<file path="src/rtl/ro_meas_pkg.sv">
// Shared types and constants for the ring-oscillator frequency counter.
package ro_meas_pkg;

    // Measurement FSM states; encoding is visible on the status byte.
    typedef enum logic [1:0] {
        StIdle    = 2'd0,
        StArm     = 2'd1,
        StMeasure = 2'd2
    } ro_state_e;

    // byte_sel readout codes
    localparam logic [1:0] SelByte0  = 2'd0;
    localparam logic [1:0] SelByte1  = 2'd1;
    localparam logic [1:0] SelByte2  = 2'd2;
    localparam logic [1:0] SelStatus = 2'd3;

    // Status byte layout: {overflow, busy, continuous, 3'b0, state[1:0]}
    localparam int unsigned StatusOvfBit   = 7;
    localparam int unsigned StatusBusyBit  = 6;
    localparam int unsigned StatusContBit  = 5;
    localparam int unsigned StatusStateLsb = 0;

    // Readout width: the result is read over at most three bytes.
    localparam int unsigned ReadoutW = 24;

    function automatic logic [7:0] status_byte(input logic       ovf,
                                               input logic       busy,
                                               input logic       cont,
                                               input logic [1:0] st);
        logic [7:0] b;
        b                       = '0;
        b[StatusOvfBit]         = ovf;
        b[StatusBusyBit]        = busy;
        b[StatusContBit]        = cont;
        b[StatusStateLsb +: 2]  = st;
        return b;
    endfunction

endpackage

</file>
<file path="src/rtl/ro_sync_edge.sv">
// Synchronizer chain for an asynchronous data input plus rising-edge detect.
module ro_sync_edge #(
    parameter int unsigned SYNC_STAGES = 2
) (
    input  logic clk,
    input  logic rst_n,
    input  logic async_in,
    output logic rise
);

    logic [SYNC_STAGES-1:0] sync_q, sync_d;
    logic                   hist_q, hist_d;

    // Shift the input through the chain; history holds the previous synced value.
    always_comb begin
        sync_d = {sync_q[SYNC_STAGES-2:0], async_in};
        hist_d = sync_q[SYNC_STAGES-1];
    end

    // Chain and history registers, free running.
    always_ff @(posedge clk or negedge rst_n) begin
        if (!rst_n) begin
            sync_q <= '0;
            hist_q <= 1'b0;
        end else begin
            sync_q <= sync_d;
            hist_q <= hist_d;
        end
    end

    assign rise = sync_q[SYNC_STAGES-1] & ~hist_q;

endmodule

</file>
<file path="src/rtl/ro_freq_counter.sv">
// Counts synchronized rising edges of ro_in over a 2^GATE_LOG2-cycle gate window.
module ro_freq_counter
    import ro_meas_pkg::*;
#(
    parameter int unsigned CNT_W       = 24,
    parameter int unsigned GATE_LOG2   = 16,
    parameter int unsigned SYNC_STAGES = 2
) (
    input  logic             clk,
    input  logic             rst_n,
    input  logic             ena,
    input  logic             ro_in,
    input  logic             start,
    input  logic             continuous,
    input  logic [1:0]       byte_sel,
    output logic             busy,
    output logic             done,
    output logic             overflow,
    output logic [CNT_W-1:0] count,
    output logic [7:0]       byte_out
);

    ro_state_e            state_q, state_d;
    logic [GATE_LOG2-1:0] gate_q, gate_d;
    logic [CNT_W-1:0]     edge_q, edge_d;
    logic                 pend_q, pend_d;
    logic [CNT_W-1:0]     count_q, count_d;
    logic                 ovf_q, ovf_d;
    logic                 done_q, done_d;
    logic [7:0]           byte_q, byte_d;

    logic                 rise;
    logic [CNT_W-1:0]     edge_inc;
    logic                 pend_inc;
    logic [ReadoutW-1:0]  count_ext;

    ro_sync_edge #(
        .SYNC_STAGES (SYNC_STAGES)
    ) u_sync (
        .clk      (clk),
        .rst_n    (rst_n),
        .async_in (ro_in),
        .rise     (rise)
    );

    // Saturating edge count including this cycle's rise; the last gate cycle uses it directly.
    always_comb begin
        edge_inc = edge_q;
        pend_inc = pend_q;
        if (rise) begin
            if (edge_q == '1) begin
                pend_inc = 1'b1;
            end else begin
                edge_inc = edge_q + CNT_W'(1);
            end
        end
    end

    // FSM next state, gate/edge counters and result capture.
    always_comb begin
        state_d = state_q;
        gate_d  = gate_q;
        edge_d  = edge_q;
        pend_d  = pend_q;
        count_d = count_q;
        ovf_d   = ovf_q;
        done_d  = 1'b0;
        unique case (state_q)
            StIdle: begin
                if (ena && (start || continuous)) begin
                    state_d = StArm;
                end
            end
            StArm: begin
                gate_d  = '0;
                edge_d  = '0;
                pend_d  = 1'b0;
                state_d = ena ? StMeasure : StIdle;
            end
            StMeasure: begin
                if (!ena) begin
                    // Abort: partial count dropped, previous result kept.
                    state_d = StIdle;
                end else begin
                    gate_d = gate_q + GATE_LOG2'(1);
                    edge_d = edge_inc;
                    pend_d = pend_inc;
                    if (gate_q == '1) begin
                        count_d = edge_inc;
                        ovf_d   = pend_inc;
                        done_d  = 1'b1;
                        state_d = continuous ? StArm : StIdle;
                    end
                end
            end
            default: state_d = StIdle;
        endcase
    end

    // Zero-extend the result so bits at or above CNT_W read as 0.
    always_comb begin
        count_ext              = '0;
        count_ext[CNT_W-1:0]   = count_q;
    end

    // Readout mux, registered one cycle behind byte_sel.
    always_comb begin
        byte_d = '0;
        unique case (byte_sel)
            SelByte0:  byte_d = count_ext[7:0];
            SelByte1:  byte_d = count_ext[15:8];
            SelByte2:  byte_d = count_ext[23:16];
            SelStatus: byte_d = status_byte(ovf_q, busy, continuous, state_q);
            default:   byte_d = '0;
        endcase
    end

    // All state registers.
    always_ff @(posedge clk or negedge rst_n) begin
        if (!rst_n) begin
            state_q <= StIdle;
            gate_q  <= '0;
            edge_q  <= '0;
            pend_q  <= 1'b0;
            count_q <= '0;
            ovf_q   <= 1'b0;
            done_q  <= 1'b0;
            byte_q  <= '0;
        end else begin
            state_q <= state_d;
            gate_q  <= gate_d;
            edge_q  <= edge_d;
            pend_q  <= pend_d;
            count_q <= count_d;
            ovf_q   <= ovf_d;
            done_q  <= done_d;
            byte_q  <= byte_d;
        end
    end

    assign busy     = (state_q != StIdle);
    assign done     = done_q;
    assign overflow = ovf_q;
    assign count    = count_q;
    assign byte_out = byte_q;

endmodule
</file>
<file path="config.mk">
export PLATFORM = sky130hd
export DESIGN_NAME = ro_freq_counter
export DESIGN_NICKNAME = d
export VERILOG_FILES = /design/src/rtl/ro_meas_pkg.sv /design/src/rtl/ro_sync_edge.sv /design/src/rtl/ro_freq_counter.sv
export SDC_FILE = /design/constraint.sdc
export NUM_CORES = 1
export LEC_CHECK = 0
export ABC_AREA = 1
export CAP_MARGIN = 20
export CORE_ASPECT_RATIO = 1.5
export CORE_MARGIN = 2
export CORE_UTILIZATION = 52
export DETAILED_ROUTE_END_ITERATION = 16
export PLACE_DENSITY = 0.77
export SETUP_SLACK_MARGIN = 0.5
export SYNTH_ARGS = -nofsm -noshare
export SYNTH_HDL_FRONTEND = slang
export SYNTH_SLANG_ARGS = --single-unit
</file>
<file path="constraint.sdc">
create_clock -name clk -period 1.5 [get_ports clk]
set_input_delay 0.225 -clock clk [delete_from_list [all_inputs] [get_ports clk]]
set_output_delay 0.225 -clock clk [all_outputs]
set_load 0.02 [all_outputs]
</file>
==> results.cfg, run 1 <==
[yosys]
synth_edf_count = 0
seq_area_frac_synth_pct = 45.9
syn_inst = 599
synth.ff_latch_count = 80
netlist_area_um2 = 4360
ys_warn_count = 0
synth_nets = 609
synth-main-ff-cell = dfrtp_1
synth_area_per_cell_um2 = 7.28
ys_types = 36
synthArstFlopShare_pct = 100

[status]
last-stage-reached = global routing
error = [ERROR GRT-0232] Routing congestion too high. Check the congestion heatmap in the GUI.
status = stopped before the end

[floorplan]
ios = 43
start_util_pct = 54.1
dieWidth_um = 78.7
die_y_um = 116
rows = 40

[place]
place_ws_ns = -0.190
post-dp-hpwl_mm = 9.89
place_congestion = 0.970
portBuffers = 42
dpl_cell_area_um2 = 5640

[clocking]
cts.sinks = 80
cts_max_level = 3
clockBufferDepth = 2
root_buffer = clkbuf_16
cts_made_buffers = 9

[timing]
crit_endpoint = count[16]$_DFFE_PN0P_/D
endpoint_type = register input

[global_route]
overflow = 45
grt_max_degree = 32
gr-usage-all-layers_pct = 69.4
==> synth_stat cells, types with 3 or more instances <==
cell type / count / area [um2]
nand3_1: 62 / 310
nand2_2: 6 / 37.5
buf_2: 4 / 20.0
nor2_2: 4 / 25.0
o21ai_0: 26 / 130
clkbuf_1: 5 / 18.8
nor3_1: 6 / 30.0
o21bai_1: 3 / 22.5
nand2_1: 247 / 927
nor2_1: 36 / 135
nand3_2: 3 / 30.0
dfrtp_1: 80 / 2000
inv_1: 62 / 233
nand4_1: 19 / 119
nor2_4: 6 / 67.6
==> layer usage <==
layer | GRT overflow | track usage (%)
met1 | 1 | 67.0
met2 | 24 | 93.2
met3 | 0 | 44.9
met4 | 20 | 77.4
met5 | 0 | 2.22
==> repair_timing <==
item	4_1_cts
resized for setup	341
cloned	4
hold buffers	1
hold endpoints to repair	28
buffers inserted	56
endpoints found under the setup margin	112
pin swaps	60
==> cell families after synthesis <==
family / count (synthesis) / synth area share [%]
flip-flops: 80 / 45.9
XOR/XNOR: 3 / 0.603
AND/OR/NAND/NOR: 395 / 40.1
multiplexers: 1 / 0.230
adder cells (fa/ha/maj): 2 / 0.574
buffers and inverters: 79 / 7.38
AO/OA/AOI/OAI: 39 / 5.17
==> through the flow <==
stage	hold slack, ns	std cells
floorplan	-0.0706	599
global placement	0.202	811
detailed placement	0.206	811
CTS	0.317	887
==> inputs of run 2 (changes only) <==
CORE_ASPECT_RATIO = unset   (was 1.5)
CORE_UTILIZATION = 40   (was 52)
PLACE_DENSITY = unset   (was 0.77)
PLACE_DENSITY_LB_ADDON = 0.15   (was unset)
SETUP_SLACK_MARGIN = unset   (was 0.5)
clock period = 2 ns   (was 1.5 ns; I/O delays follow)
==> run 2 against run 1 <==
The flow now finishes without violations; synthesized area did not move; synthesized cell count did not move.
==> results.cfg, run 2 <==
[setup_path]
cp-end-kind = output pin
cp_top_family = buffers and inverters
arrival_ns = 1.54
slowest_stage = clkdlybuf4s50_1
slowest_delay_ns = 0.62
critical_path_required_ns = 1.70
r2r_slack_ns = 0.24
cp_cell_sequence = inv_1 -> nand2_1 -> clkdlybuf4s50_1
startpoint_type = flip-flop
path_buf_inv = 2
critical_path.max_fanout = 3
path_class = reg -> out

[timing]
min_period_ns = 1.84
hold_viol_final = 0
setup_viol_count_final = 0
slew_viol_final = 0
maxSlewHeadroom_pct = 59.8
rsz0062_at_grt = no
finalSetupTns_ns = 0
worstMarginPinSlew_ns = 0.598
timing.final.crit_share_pct = 91.9
fmax_mhz = 544
fin_skew_ns = 0.00999

[floorplan]
rows = 38
die_area_um2 = 11700
dieWidth_um = 108
start_util_pct = 40.6
die_y_um = 108
core_um2 = 10700
ios = 43

[layout]
seqCellArea_um2 = 2000
antenna_cells = 0
fill_cells = 1075
finalNetCount = 670
multi_input_area_um2 = 2040
final_cell_mix = nand2_1, dfrtp_1, inv_1, nand3_1, clkdlybuf4s50_1
final_util_pct = 49.5
final_common_cell = nand2_1
syn_to_final_growth_pct = 22.1
drive_gt1_share_pct = 10.1

[global_route]
antenna_found_initial = 0
overflow = 0
grt_max_degree = 43
grt_pass1_vias = 3827
grt_pass1_wl_mm = 19.0
gr-usage-all-layers_pct = 21.4

[route]
vias = 4069
initialDrtViolationCount = 263
avgViaCountPerCell = 5.05
first_pass_iters = 5
drc = 0
wl_per_cell_um = 14.6
wl_mm = 11.8
ant_nets = 0

[yosys]
ys_warn_count = 0
synth-main-ff-cell = dfrtp_1
yosysMostFrequentCell = nand2_1
seq_area_frac_synth_pct = 45.9
synth_edf_count = 0
synth_common_cells = nand2_1, dfrtp_1, inv_1, nand3_1, nor2_1
synthArstFlopShare_pct = 100
yosys.area.top_type = dfrtp_1
synth_top_area_share_pct = 45.9
yosys-top-cells-area = dfrtp_1, nand2_1, nand3_1
synth.ff_latch_count = 80
ys_types = 36
syn_inst = 599
synth_area_per_cell_um2 = 7.28
synth_nets = 609
netlist_area_um2 = 4360

[clocking]
clock_latency_ns = 0.36
cts_tree = done
clk_pin_slew_worst_paths_ns = 0.08
root_buffer = clkbuf_8
cts_made_buffers = 9
clockBufferDepth = 2
cts.sinks = 80
cts_max_level = 3

[power]
p_sw_share_pct = 25.2
p_int_mw = 2.57
power_frac_comb_pct = 9.0
power_mw = 3.44
p_seq_share_pct = 48.4
p_leak_nw = 2.58
clockPowerShare_pct = 42.5
power_density_nw_per_um2 = 646
p_sw_uw = 865
ir_drop_uv = 362

[place]
portBuffers = 42
place_congestion = 0.923
post-dp-hpwl_mm = 8.79

[run]
maxCapViolCount = 0

[status]
status = finished, final reports clean

[min_path]
hold_path_class = reg -> reg
run 2: worst register-to-register path, cell delays in order (launching register included):
cell     delay, ns
dfrtp_1       0.41
ha_2          0.25
nand3_1       0.11
nor2_2        0.17
nand3_1       0.19
nor2_2        0.23
xor2_1        0.20
nand2_1       0.09
nand2_1       0.06
run 2: path summary, 6_finish.rpt:
path | startpoint | to | depth (start not counted)
max | state_q[0] | busy | 3
min | u_sync.sync_q[0] | u_sync.sync_q[1] | 0
max reg2reg | edge_q[0] | count[16] | 8
min reg2reg | u_sync.sync_q[0] | u_sync.sync_q[1] | 0
max in group asynchronous | rst_n | edge_q[5] | 3
min in group asynchronous | rst_n | byte_out[1] | 2
run 2: per-layer routing:
layer  GRT usage [%]  vias to the layer above  wire length [um]
li1                -                     2035                 -
met1            29.8                     1922              5860
met2            32.7                       91              5100
met3            3.74                       21               505
met4            9.52                        0               308
met5               0                        -                 0
run 2: cell type report:
cell class	instances	area share, %
timing repair buffer	64	11.5
clock buffer	9	2.33
multi-input combinational	440	38.4
inverter	65	4.61
tap	140	3.29
clock inverter	7	2.26
sequential	80	37.6
run 2: power by group through the flow:
| stage | logic, mW | clock network (mW) | registers [mW] |
|---|---|---|---|
| after floorplan | 0.137 | 0 | 1.70 |
| after global placement | 0.305 | 0 | 1.70 |
| after detailed placement | 0.308 | 0 | 1.70 |
| after CTS | 0.312 | 1.51 | 1.67 |
| after global routing | 0.341 | 1.57 | 1.67 |
| final | 0.310 | 1.46 | 1.67 |
run 2: cell families (layout without fill, tap and decap cells):
kind of cell    count (synthesis)  in the layout  synth area share [%]
simple gates                  395            395                  40.1
flops                          80             80                  45.9
buf+inv                        79            145                  7.38
compound gates                 39             39                  5.17
xor+xnor                        3              3                 0.603
fa+ha+maj                       2              2                 0.574
mux                             1              1                 0.230
run 2: metrics by stage:
step                hold WS (ns)  setup WS [ns]  instance area, um2  cells
global placement           0.334        -0.0516                5040    786
global route               0.375         0.0294                5320    805
detailed placement         0.336        -0.0363                5040    786
floorplan                0.00441          0.442                4360    599
finish                     0.352          0.162                5320    805
CTS                        0.355          0.125                5300    803
run 2: repair_timing:
item	in CTS	in global routing
endpoints found under the setup margin	5	11
pin swaps	0	1
hold endpoints to repair	39	0
hold buffers	1	0
resized for setup	1	3
buffers inserted	0	2
Note: power is estimated with default switching activity, not from simulation.
==> variant 1: new RTL, settings of run 2 <==
Register the inputs `ena`, `ro_in`, `start`, `continuous` and `byte_sel` before use, with the module's reset. The logic sees them one clock later. Comments in the files are not updated.
--- a/src/rtl/ro_freq_counter.sv
+++ b/src/rtl/ro_freq_counter.sv
@@ -22,2 +22,24 @@
 
+    logic ena_q;
+    logic ro_q;
+    logic start_q;
+    logic continuous_q;
+    logic [1:0] byte_sel_q;
+
+    always_ff @(posedge clk or negedge rst_n) begin
+        if (!rst_n) begin
+            ena_q        <= '0;
+            ro_q         <= '0;
+            start_q      <= '0;
+            continuous_q <= '0;
+            byte_sel_q   <= '0;
+        end else begin
+            ena_q        <= ena;
+            ro_q         <= ro_in;
+            start_q      <= start;
+            continuous_q <= continuous;
+            byte_sel_q   <= byte_sel;
+        end
+    end
+
     ro_state_e            state_q, state_d;
@@ -41,3 +63,3 @@
         .rst_n    (rst_n),
-        .async_in (ro_in),
+        .async_in (ro_q),
         .rise     (rise)
@@ -69,3 +91,3 @@
             StIdle: begin
-                if (ena && (start || continuous)) begin
+                if (ena_q && (start_q || continuous_q)) begin
                     state_d = StArm;
@@ -77,6 +99,6 @@
                 pend_d  = 1'b0;
-                state_d = ena ? StMeasure : StIdle;
+                state_d = ena_q ? StMeasure : StIdle;
             end
             StMeasure: begin
-                if (!ena) begin
+                if (!ena_q) begin
                     // Abort: partial count dropped, previous result kept.
@@ -91,3 +113,3 @@
                         done_d  = 1'b1;
-                        state_d = continuous ? StArm : StIdle;
+                        state_d = continuous_q ? StArm : StIdle;
                     end
@@ -108,3 +130,3 @@
         byte_d = '0;
-        unique case (byte_sel)
+        unique case (byte_sel_q)
             SelByte0:  byte_d = count_ext[7:0];
@@ -112,3 +134,3 @@
             SelByte2:  byte_d = count_ext[23:16];
-            SelStatus: byte_d = status_byte(ovf_q, busy, continuous, state_q);
+            SelStatus: byte_d = status_byte(ovf_q, busy, continuous_q, state_q);
             default:   byte_d = '0;
Behaviour: not the same (Yosys sat finds a counterexample within 4 cycles, from zero or initial values and one cycle with rst_n low).
==> variant 1 against run 2 <==
Sequential cell count up 6. Register-to-register slack worse by 0.02 ns. First-iteration DRC count shrank 19%. Routed wire length increased by 0.11%. Hold slack gained 0.0020 ns. Die area up 1.9%. Synthesized area up 2.0%. Final area about the same. Setup slack got worse by 0.014 ns. Highest routed layer unchanged.
Power is not compared: it rests on default switching activity, and its combinational part moved more than twofold at a synthesized area within 25%.
==> variant 1: results (changes against run 2) <==
SYNTH_CELL_TYPES=40  # +11%
WL_PER_INSTANCE_UM=15.2  # +3.9%
SYNTH_COMMON_CELLS='sky130_fd_sc_hd__nand2_1 (229), sky130_fd_sc_hd__dfrtp_1 (86), sky130_fd_sc_hd__nand3_1 (59), sky130_fd_sc_hd__inv_1 (55), sky130_fd_sc_hd__nor2_1 (33)'
DIODES=0  # unchanged
CTS_MADE_BUFFERS=9  # unchanged
FIRST_PASS_GRT_WIRE_LENGTH_UM=19600  # +3.4%
MIN_PATH_CELLS=0  # unchanged
H-TREE-DEPTH=3  # unchanged
WORST_CLOCK_SKEW_NS=0.0127  # +0.00270 ns
DETAILEDROUTE.FIRSTPASSITERATIONCOUNT=7  # +2
CTS_SETUP_BUFFERS=0  # unchanged
GLOBALROUTETOTALUTIL_PCT=21.6  # +0.18 points
MAPPEDNETLISTNETS=590  # -3.1%
DRTITER0DRC=214  # -19%
TOTAL_LEAKAGE_POWER_nW=2.59
DR_TOTAL_VIAS=3965  # -2.6%
IO_BUFFERS=42  # unchanged
YS_TOP_CELLS_BY_AREA='sky130_fd_sc_hd__dfrtp_1 (48%), sky130_fd_sc_hd__nand2_1 (19%), sky130_fd_sc_hd__nand3_1 (6.6%)'
LARGEST_NET_DEGREE_AT_THE_START_OF_GLOBAL_ROUTING=37  # -14%
CRITICAL_PATH.MAX_FANOUT=5  # +2
GP_CONGESTION=0.858  # -7.1%
CP_DATA_ARRIVAL_TIME_NS=1.55
PATH_CLK_SLEW_NS=0.08  # about the same
P_SW_mW=1.15
IR_DROP_uV=406
SYNTH_WARN=0  # unchanged
CLK_LAT_WORST_SKEW_NS=0.36  # about the same
NNETSFINAL=641  # -4.3%
DP_HPWL_UM=8820  # +0.40%
TIMING.HOLD.WORST.CLASS='reg -> reg'
YS_ASYNC_SR_FRACTION_PCT=100  # unchanged
ROOT_BUFFER='sky130_fd_sc_hd__clkbuf_8'
OUTCOME='finished, final reports clean'
PLACE_WS_NS=0.176  # +0.212 ns
WORST_R2R_PATH_DEPTH=10  # +2
FINAL_LAYOUT_SIZE_SUFFIX_GT1_SHARE_PCT=9.91  # -0.17 points
NUMBER_OF_GLOBAL_ROUTE_VIAS_BEFORE_REPAIR=3875  # +1.3%
GR-TOTAL-OVERFLOW=0  # unchanged
SYNTH_FLOP_CELL='sky130_fd_sc_hd__dfrtp_1'
INITIAL_ANTENNA_VIOLATION_COUNT=0  # unchanged
POST_SYNTHESIS_SEQUENTIAL_AREA_RATIO_PCT=48.4  # +2.5 points
TIGHTEST_SLEW_NS=0.597  # -0.000577 ns
CTS_BUFFER_DEPTH=2  # unchanged
variant 1: changes by cell type after synthesis, sizes merged, moves of 4 or more:
cell,before,now
inv,64,58
nand3,66,61
dfrtp,80,86
nand4,20,12
a21oi,1,5
nand2,253,237
variant 1: cell families (layout without fill, tap and decap cells):
family | Yosys count | count (layout) | synth area share [%]
fa+ha+maj | 2 | 2 | 0.563
compound gates | 42 | 42 | 5.55
buf+inv | 70 | 126 | 6.45
simple gates | 373 | 373 | 37.5
xor+xnor | 7 | 7 | 1.55
flops | 86 | 86 | 48.4
variant 1: final timing paths:
kind	start	slack [ns]	to
min in group asynchronous	rst_n	0.43	edge_q[18]
min reg2reg	ro_q	0.35	u_sync.sync_q[0]
min	ro_q	0.35	u_sync.sync_q[0]
max in group asynchronous	rst_n	0.91	gate_q[8]
max reg2reg	edge_q[0]	0.22	edge_q[1]
max	state_q[0]	0.15	busy
variant 1: area by class of cell:
class / instances / area [sq um]
clock buffers: 12 / 165
clock inverters: 4 / 76.3
fillers: 1079 / 5520
inverters: 59 / 221
multi-input cells: 424 / 2010
flip-flops and latches: 86 / 2150
well taps: 140 / 175
repair buffers: 51 / 513
variant 1: timing repair:
item	4_1_cts	5_1_grt
setup endpoints to repair	0	15
hold buffers	1	0
resized for setup	0	2
hold endpoints to repair	34	0
variant 1: worst max-delay path, stage by stage, from the launching register on:
cell and delay [ns]:
sky130_fd_sc_hd__dfrtp_1 0.44, sky130_fd_sc_hd__nor2_1 0.15, sky130_fd_sc_hd__inv_1 0.07, sky130_fd_sc_hd__clkdlybuf4s50_1 0.54
variant 1: per-layer routing:
| layer | vias to the layer above | GRT usage (%) | routed length [um] | part of all wire, % |
|---|---|---|---|---|
| met3 | 18 | 5.16 | 578 | 4.9 |
| met2 | 88 | 35.1 | 5660 | 48 |
| li1 | 1955 | - | - | - |
| met1 | 1904 | 27.9 | 5320 | 45 |
| met4 | 0 | 8.23 | 227 | 1.9 |
| met5 | - | 0 | 0 | 0 |
variant 1: per-stage QoR:
step,power (mW),std cells,utilization [%],hold slack (ns),cell area (sq um)
finish,3.97,776,49.1,0.354,5320
global route,4.17,776,49.1,0.348,5320
CTS,4.02,776,49.0,0.360,5310
detailed placement,2.55,759,46.6,0.295,5060
global placement,2.54,759,46.6,0.290,5060
floorplan,2.22,580,-,0.00441,4440
variant 1: power groups by stage:
stage	registers (mW)	logic, mW	clock network [mW]
floorplan	1.88	0.340	0
global placement	1.88	0.667	0
detailed placement	1.88	0.669	0
CTS	1.85	0.673	1.50
global route	1.86	0.736	1.58
finish	1.85	0.662	1.45
==> variant 2: new RTL, config.mk and constraints of run 2 <==
Made on the original files. `SYNC_STAGES` is set to 2 in 2 places; all go to 4.
--- a/src/rtl/ro_sync_edge.sv
+++ b/src/rtl/ro_sync_edge.sv
@@ -2,3 +2,3 @@
 module ro_sync_edge #(
-    parameter int unsigned SYNC_STAGES = 2
+    parameter int unsigned SYNC_STAGES = 4
 ) (
--- a/src/rtl/ro_freq_counter.sv
+++ b/src/rtl/ro_freq_counter.sv
@@ -6,3 +6,3 @@
     parameter int unsigned GATE_LOG2   = 16,
-    parameter int unsigned SYNC_STAGES = 2
+    parameter int unsigned SYNC_STAGES = 4
 ) (
Behaviour: no difference found for any inputs over 10 cycles, from zero or initial values and one cycle with rst_n low; that may be too few to reach the edited logic, so the function may still have changed.
==> variant 2 against run 2 <==
Combinational power increased by 9.7%. Count of clock-buffer cells in the layout increased by 1. Total power decreased by 1.1%. Sequential power increased by 3%. Sequential cell count increased by 2. Highest routed layer unchanged. Clock power decreased by 8%. Setup slack got worse by 0.083 ns. Routed wire length increased by 0.88%. Critical path depth unchanged. Synthesized area increased by 2.1%. Final area increased by 1.9%. Non-clock buffer count increased by 4.
==> variant 2: results (changes against run 2) <==
OUTCOME='finished, final reports clean'
IR_DROP_uV=337  # -6.8%
LAYOUT.FILLER_CELLS=1076  # +0.093%
TIMING.HOLD.WORST.CLASS='in -> reg'
WL_PER_INSTANCE_UM=14.8  # +0.88%
POST_SYNTH_FA_HA_MAJ_AREA_FRACTION_PCT=0.563  # -0.012 points
WORST_R2R_STARTPOINT='gate_q[0]'
SYNTH.MUX.AREA_FRACTION_PCT=0  # -0.23 points
MIN_PATH_CELLS=1  # +1
MAPPEDNETLISTNETS=603  # -0.99%
CP_DATA_ARRIVAL_TIME_NS=1.62  # +0.08 ns
GP_CONGESTION=0.970  # +5.0%
DETAILEDROUTE.FIRSTPASSITERATIONCOUNT=6  # +1
TOTAL_LEAKAGE_POWER_nW=2.67  # +3.6%
WORSTREG2REGEND='count[3]'
WORST_CLOCK_SKEW_NS=0.0108  # +0.000790 ns
ROOT_BUFFER='sky130_fd_sc_hd__clkbuf_8'
SYNTH_CELL_TYPES=38  # +5.6%
MIN_DELAY_WORST_ENDPOINT='u_sync.sync_q[0]'
DIODES=0  # unchanged
SYNTH-COMPOUND-AREA-SHARE_PCT=6.33  # +1.2 points
SYN-MEAN-INSTANCE-AREA_SQ_UM=7.50  # +3.1%
CRIT_PATH_MAX_INCR_DELAY_NS=0.53  # -0.09 ns
SYNTH_COMMON_CELLS='sky130_fd_sc_hd__nand2_1 (232), sky130_fd_sc_hd__dfrtp_1 (82), sky130_fd_sc_hd__inv_1 (67), sky130_fd_sc_hd__nand3_1 (48), sky130_fd_sc_hd__nor2_1 (34)'
H-TREE-DEPTH=3  # unchanged
IO_BUFFERS=42  # unchanged
LARGEST_NET_DEGREE_AT_THE_START_OF_GLOBAL_ROUTING=43  # unchanged
NUMBER_OF_GLOBAL_ROUTE_VIAS_BEFORE_REPAIR=3878  # +1.3%
PLACE.DETAILED.INSTANCES=784  # -0.25%
SYNTH_XOR_XNOR_AREA_SHARE_PCT=1.91  # +1.3 points
SYNTH_FLOP_CELL='sky130_fd_sc_hd__dfrtp_1'
R2R_SLACK_NS=0.17  # -0.07 ns
FINAL_LAYOUT_SIZE_SUFFIX_GT1_SHARE_PCT=10.8  # +0.75 points
CAP_VIOLATIONS=0  # unchanged
GLOBALROUTETOTALUTIL_PCT=21.5  # +0.11 points
VIAS_PER_CELL=5.03  # -0.57%
DP_HPWL_UM=8980  # +2.1%
HP-START='ro_in'
POST_SYNTHESIS_SEQUENTIAL_AREA_RATIO_PCT=46.1  # +0.19 points
DRTITER0DRC=235  # -11%
FIRST_PASS_GRT_WIRE_LENGTH_UM=19600  # +3.1%
TIGHTEST_SLEW_NS=0.555  # -0.0424 ns
YS_TOP_CELLS_BY_AREA='sky130_fd_sc_hd__dfrtp_1 (46%), sky130_fd_sc_hd__nand2_1 (20%), sky130_fd_sc_hd__inv_1 (5.7%)'
WORST_R2R_PATH_DEPTH=10  # +2
CRITICAL_PATH.MAX_FANOUT=4  # +1
CTS_BUFFER_DEPTH=2  # unchanged
variant 2: changes by cell type after synthesis, moves of 5 or more:
cell / run 2 / this run
sky130_fd_sc_hd__a21oi_1: 1 / 8
sky130_fd_sc_hd__nand3_1: 62 / 48
sky130_fd_sc_hd__nand4_1: 19 / 14
sky130_fd_sc_hd__nor3_1: 6 / 14
sky130_fd_sc_hd__inv_1: 62 / 67
sky130_fd_sc_hd__nand2_1: 247 / 232
variant 2: cells by family (layout without fill, tap and decap cells):
family	count (synthesis)	in the layout
xor gates and xnor gates	8	8
buffers and inverters	81	153
AOI/OAI and AO/OA	50	50
DFF	82	82
and+or+nand+nor	370	370
adders and majority gates	2	2
variant 2: power breakdown:
group / leakage [nW] / internal (mW) / switching (mW)
Clock: 0.0987 / 0.705 / 0.639
Sequential: 1.12 / 1.69 / 0.0270
Combinational: 1.45 / 0.114 / 0.226
variant 2: layer usage:
metal	vias up	share of wire, %	GRT usage (%)
met1	1888	46	28.2
met3	25	4.9	2.90
met5	-	0	0
met2	118	47	35.4
met4	0	2.8	9.67
li1	2015	-	-
variant 2: repair_timing:
| item | 4_1_cts | 5_1_grt |
|---|---|---|
| pin swaps | 0 | 1 |
| buffers inserted | 0 | 4 |
| setup endpoints to repair | 1 | 31 |
| hold endpoints to repair | 40 | 0 |
| gates resized for setup | 1 | 4 |
| gates cloned | 0 | 0 |
| hold buffers | 1 | 0 |
variant 2: stage by stage:
step / worst slack, ns / utilization (%) / cell area (sq um) / hold slack [ns]
2_1_floorplan: 0.384 / - / 4450 / 0.00441
3_3_place_gp: 0.0339 / 47.4 / 5140 / 0.318
3_5_place_dp: 0.00203 / 47.4 / 5140 / 0.328
4_1_cts: 0.0610 / 49.5 / 5370 / 0.342
5_1_grt: 0.0136 / 50.0 / 5420 / 0.352
6_report: 0.0786 / 50.0 / 5420 / 0.357
variant 2: worst max-delay path by stage:
stage | startpoint | endpoint | slack [ns] | depth (start not counted)
2_1_floorplan | gate_q[0] | count[22] | 0.38 | 11
3_3_place_gp | ena | count[9] | 0.03 | 8
3_5_place_dp | ena | count[12] | 0.002 | 8
4_1_cts | state_q[1] | busy | 0.06 | 3
5_1_grt | u_sync.hist_q | count[22] | 0.01 | 8
6_report | state_q[1] | busy | 0.08 | 3
variant 2: critical path, delay by kind of cell, from the launching register on:
family	cells	cell delay, ns
buffers and inverters	2	0.59
AND/OR/NAND/NOR	1	0.22
flip-flops	1	0.45
variant 2: cell type report:
class                           instances  area (sq um)  area share, %
Clock inverter                          6          91.3           1.68
Multi-Input combinational cell        430          2080           38.4
Sequential cell                        82          2050           37.8
Tap cell                              140           175           3.23
Inverter                               69           264           4.87
Clock buffer                           10           128           2.35
Timing Repair Buffer                   68           628           11.6
